### src/rtl/matmul_sequencer.sv
// Sequences a 2x2 8-bit matrix multiply C = A x B and writes C back into regs 0..3.
// While busy, the register-file write port is owned by the sequencer and pipeline writes are dropped.
module matmul_sequencer (
  input  logic       clk,
  input  logic       reset,
  input  logic       start_i,
  input  logic [7:0] a0_i,
  input  logic [7:0] a1_i,
  input  logic [7:0] a2_i,
  input  logic [7:0] a3_i,
  input  logic [7:0] b0_i,
  input  logic [7:0] b1_i,
  input  logic [7:0] b2_i,
  input  logic [7:0] b3_i,
  input  logic       pipe_write_i,
  input  logic [2:0] pipe_destreg_i,
  input  logic [7:0] pipe_wrt_data_i,
  output logic       rf_write_o,
  output logic [2:0] rf_destreg_o,
  output logic [7:0] rf_wrt_data_o,
  output logic       busy_o,
  output logic       stall_o,
  output logic       done_o,
  output logic       conflict_o
);

  typedef enum logic [2:0] {StIdle, StCapture, StMac, StWrite, StDone} state_e;

  state_e     state_q, state_d;
  logic [2:0] cnt_q, cnt_d;
  logic [7:0] a_q [4];
  logic [7:0] b_q [4];
  logic [7:0] res_q [4];
  logic [7:0] acc_q;
  logic       conflict_q;

  // MAC step cnt = {e, k}: element e = {i, j}, partial product a[i][k] * b[k][j]
  logic [1:0] e_idx;
  logic       k_idx;
  logic [7:0] a_op, b_op, prod, mac_sum;

  assign e_idx   = cnt_q[2:1];
  assign k_idx   = cnt_q[0];
  assign a_op    = a_q[{e_idx[1], k_idx}];
  assign b_op    = b_q[{k_idx, e_idx[0]}];
  assign prod    = a_op * b_op;
  assign mac_sum = acc_q + prod;

  always_comb begin
    state_d = state_q;
    cnt_d   = cnt_q;
    unique case (state_q)
      StIdle: begin
        cnt_d = 3'd0;
        if (start_i) state_d = StCapture;
      end
      StCapture: begin
        cnt_d   = 3'd0;
        state_d = StMac;
      end
      StMac: begin
        cnt_d = cnt_q + 3'd1;
        if (cnt_q == 3'd7) begin
          cnt_d   = 3'd0;
          state_d = StWrite;
        end
      end
      StWrite: begin
        cnt_d = cnt_q + 3'd1;
        if (cnt_q == 3'd3) begin
          cnt_d   = 3'd0;
          state_d = StDone;
        end
      end
      StDone:  state_d = StIdle;
      default: state_d = StIdle;
    endcase
  end

  always_ff @(posedge clk or posedge reset) begin
    if (reset) begin
      state_q <= StIdle;
      cnt_q   <= 3'd0;
    end else begin
      state_q <= state_d;
      cnt_q   <= cnt_d;
    end
  end

  always_ff @(posedge clk or posedge reset) begin
    if (reset) begin
      for (int i = 0; i < 4; i++) begin
        a_q[i]   <= 8'd0;
        b_q[i]   <= 8'd0;
        res_q[i] <= 8'd0;
      end
      acc_q      <= 8'd0;
      conflict_q <= 1'b0;
    end else begin
      if (state_q == StCapture) begin
        a_q[0] <= a0_i;
        a_q[1] <= a1_i;
        a_q[2] <= a2_i;
        a_q[3] <= a3_i;
        b_q[0] <= b0_i;
        b_q[1] <= b1_i;
        b_q[2] <= b2_i;
        b_q[3] <= b3_i;
      end
      if (state_q == StMac) begin
        if (!k_idx) begin
          acc_q <= prod;
        end else begin
          acc_q        <= mac_sum;
          res_q[e_idx] <= mac_sum;
        end
      end
      if (pipe_write_i && (state_q != StIdle)) conflict_q <= 1'b1;
    end
  end

  always_comb begin
    rf_write_o    = 1'b0;
    rf_destreg_o  = 3'd0;
    rf_wrt_data_o = 8'd0;
    if (state_q == StIdle) begin
      rf_write_o    = pipe_write_i;
      rf_destreg_o  = pipe_destreg_i;
      rf_wrt_data_o = pipe_wrt_data_i;
    end else if (state_q == StWrite) begin
      rf_write_o    = 1'b1;
      rf_destreg_o  = {1'b0, cnt_q[1:0]};
      rf_wrt_data_o = res_q[cnt_q[1:0]];
    end
  end

  assign busy_o     = (state_q != StIdle);
  assign stall_o    = busy_o;
  assign done_o     = (state_q == StDone);
  assign conflict_o = conflict_q;

endmodule

### config.mk
export PLATFORM = sky130hd
export DESIGN_NAME = matmul_sequencer
export DESIGN_NICKNAME = d
export VERILOG_FILES = /design/src/rtl/matmul_sequencer.sv
export SDC_FILE = /design/constraint.sdc
export NUM_CORES = 1
export LEC_CHECK = 0
export ABC_CLOCK_PERIOD_IN_PS = 7000
export BUFFER_PORTS_ARGS = -buffer_cell sky130_fd_sc_hd__buf_2
export CAP_MARGIN = 25
export CORE_MARGIN = 2
export CORE_UTILIZATION = 50
export DETAILED_ROUTE_END_ITERATION = 10
export MAX_ROUTING_LAYER = met4
export PLACE_DENSITY_LB_ADDON = 0.1
export SYNTH_ARGS = -nofsm -noshare
export SYNTH_HDL_FRONTEND = slang
export SYNTH_SLANG_ARGS = --single-unit
### constraint.sdc
create_clock -name clk -period 7 [get_ports clk]
set_clock_uncertainty 0.2 [all_clocks]
set_input_delay 0.7 -clock clk [delete_from_list [all_inputs] [get_ports clk]]
set_output_delay 0.7 -clock clk [all_outputs]
set_load 0.02 [all_outputs]
==> impl_metrics.csv <==
group,metric,value,unit
cells_and_area,finish.net_count,698,
cts,clock-sinks,111,
sta,worst_slew_pin_slew,904,ps
synth,synthesis.yosys.warnings,0,
synth,dominantRegCellSynth,"dfrtp_1",
route,first_iter_violations,193,
die,floorplan.initialDensity,51.6,%
hold_path,hold_path.class,"input port to asynchronous set/reset pin",
critical_path,reg2reg_depth,17,
route,drt-wirelength-per-cell,17.0,µm
critical_path,worstPathBufferInverterCount,2,
die,io_pins,95,
cts,cts_hold_repair.buffers,0,
critical_path,cell_family_with_the_largest_share_of_critical_path_delay,"adder cells",
die,die_w,116,µm
synth,synth_commonest_cells,"dfrtp_1 (111), mux2_2 (90), inv_1 (33), nand2_1 (30), nor2_1 (28)",
synth,number_of_cells_produced_by_synthesis,492,
sta,post-route-min-period,5800,ps
cts,cts_tree,"built",
sta,totalNegativeSetupSlack,0,ps
global_route,grt.total_usage,21.7,%
synth,syn_area,6220,µm²
critical_path,worst_path_max_delay_cell,"mux4_1",
sta,finalHoldViolations,0,
critical_path,worst_ep_required_time,7010,ps
global_route,grt_max_degree,70,
cells_and_area,area_growth_syn_to_layout,14.9,%
cells_and_area,drive_gt1_share,40.9,%
synth,postSynthAreaPerCell,12.6,µm²
synth,post-synth-top-count-cell,"dfrtp_1",
route,vias,4053,
global_route,globalRoute.totalOverflow,0,
critical_path,reg2reg_setup_slack,1200,ps
critical_path,worst-path-max-fanout,8,
sta,rsz0062_at_grt,"false",
cts,post-cts-setup-buffer-count,0,
flow_run,max_cap_violations,0,
route,post-route-drc-count,0,
cts,post_cts_resized,0,
die,die_h,116,µm
route,initial_drt_pass_iterations,4,
sta,finalSetupViolCount,0,
sta,timing.final.max_slew_violations,0,
global_route,grt_first_pass_wirelength,21.3,mm
sta,fmax,172,MHz
cells_and_area,antennaDiodeCount,0,
place,port_buffers,94,
die,rows,40,
critical_path,end_kind,"flip-flop",
critical_path,path_class,"flip-flop to flip-flop",
cts,cts.htree.levels,3,
cts,clockBufferDepth,2,
die,core_area,12100,µm²
critical_path,critical_path.cell_chain,"mux4_1 > and2_1 > fa_1 > inv_1 > fa_1 > fa_1 > fa_1 > inv_1 > ha_1 > xnor2_1 > ha_1 > o21a_1 > nor2_1 > nor3_1 > nand2_1 > a2111oi_0 > a211oi_1",
synth,postSynthNetCount,611,
critical_path,rr_startpoint,"cnt_q[1]",
global_route,first_global_vias,4194,
critical_path,critical_path.startpoint_type,"flip-flop",
sta,post-route-period-util,82.9,%
critical_path,critPathMostFrequentCell,"fa_1",
outcome,run_status,"finished clean",
cts,clockRootBuffer,"clkbuf_16",
sta,final.hold.worst_slack,185,ps
critical_path,max_stage_delay,690,ps
synth,yosys.area.top_type_share,44.7,%
synth,post-synth-top-area-cell,"dfrtp_1",
synth,synth_area_leaders,"dfrtp_1 (45%), mux2_2 (16%), mux4_2 (8.0%)",
sta,timing.slew.headroom,39.5,%
critical_path,cp_data_arrival_time,5820,ps
synth,seq_area_frac_synth,44.7,%
synth,ys_ff_latch,111,
synth,synthArstFlopShare,100,%
place,half_perimeter_wire_length_of_the_detailed_placement_result,9.59,mm
place,finalWeightedCongestion,0.843,
synth,synth_edf_count,0,
route,drt_wl_total,12.8,mm
critical_path,worstReg2RegEnd,"acc_q[7]",
cts,worst_setup_hold_path_clk_slew,80,ps
global_route,antenna_violations_before_repair,0,
route,ant_nets,0,
cts,worst_skew_pair.late_latency,350,ps
synth,synthDistinctLibCells,39,
route,drt-vias-per-instance,5.39,
die,floorplan.die_area,13300,µm²
cts,cts_made_buffers,9,
-- placed cells by master (no fill, tap or decap), types with 2 or more instances in the layout --
cell	count
a22oi_1	10
dfrtp_1	110
inv_1	32
o21ai_0	9
fa_1	13
mux2i_1	8
o21bai_1	2
buf_2	94
mux2_2	90
clkbuf_16	9
buf_4	5
ha_1	27
xor2_1	4
nand2_1	30
a21o_1	5
mux4_1	2
nor2_1	28
and2_2	6
o21a_1	2
mux4_2	22
nand4_1	2
a21oi_1	18
and2_1	15
clkbuf_8	2
or3_1	2
a211oi_1	2
nor4_1	2
xnor2_1	16
-- per-stage QoR --
| step | utilization [%] | std cells | instance area, µm² | worst slack, ps |
|---|---|---|---|---|
| detailed placement | 56.5 | 735 | 6820 | 1210 |
| global route | 59.2 | 752 | 7140 | 822 |
| finish | 59.2 | 752 | 7140 | 1200 |
| CTS | 59.2 | 751 | 7140 | 1180 |
| floorplan | - | 492 | 6220 | 1560 |
| global placement | 56.5 | 735 | 6820 | 1290 |
-- final cells by class --
class                      count  area (µm²)
clock buffer                  11         253
clock inverter                 5        62.6
fill                         994        4920
inverter                      33         126
multi-input combinational    325        3200
sequential                   111        2780
tap                          168         210
timing repair buffer          99         508
-- worst max path at each step --
stage | startpoint | to | slack [ps] | cells after the start
2_1_floorplan | cnt_q[0] | res_q[31] | 1560 | 20
3_3_place_gp | cnt_q[0] | res_q[31] | 1290 | 17
3_5_place_dp | cnt_q[0] | res_q[23] | 1210 | 17
4_1_cts | cnt_q[0] | res_q[23] | 1180 | 17
5_1_grt | cnt_q[1] | res_q[23] | 820 | 17
6_report | cnt_q[1] | acc_q[7] | 1200 | 17
-- cell families after synthesis --
kind of cell | count (synthesis) | share of synthesized area [%]
buffers and inverters | 56 | 3.88
XOR/XNOR | 22 | 3.46
flip-flops | 111 | 44.7
AND/OR/NAND/NOR | 91 | 7.00
multiplexers | 122 | 26.4
AO/OA/AOI/OAI | 50 | 4.97
adder cells (fa/ha/maj) | 40 | 9.62
-- state kept, by name (all words and copies together) (netlist names) --
name        flops
a_q            32
acc_q           8
b_q            32
cnt_q           3
conflict_o      1
res_q          32
state_q         3
-- per-layer routing --
| layer | part of all wire (%) | GRT usage [%] | up-vias | wire length (µm) |
|---|---|---|---|---|
| li1 | - | - | 1906 | - |
| met1 | 45 | 29.4 | 2038 | 5820 |
| met2 | 49 | 33.7 | 97 | 6210 |
| met3 | 4.8 | 5.13 | 12 | 614 |
| met4 | 1.2 | 4.90 | 0 | 151 |
| met5 | 0 | - | - | 0 |
Power is left out: the tool's default activity adds up to more than one toggle a clock period on the data nets, which glitch-free logic cannot reach.
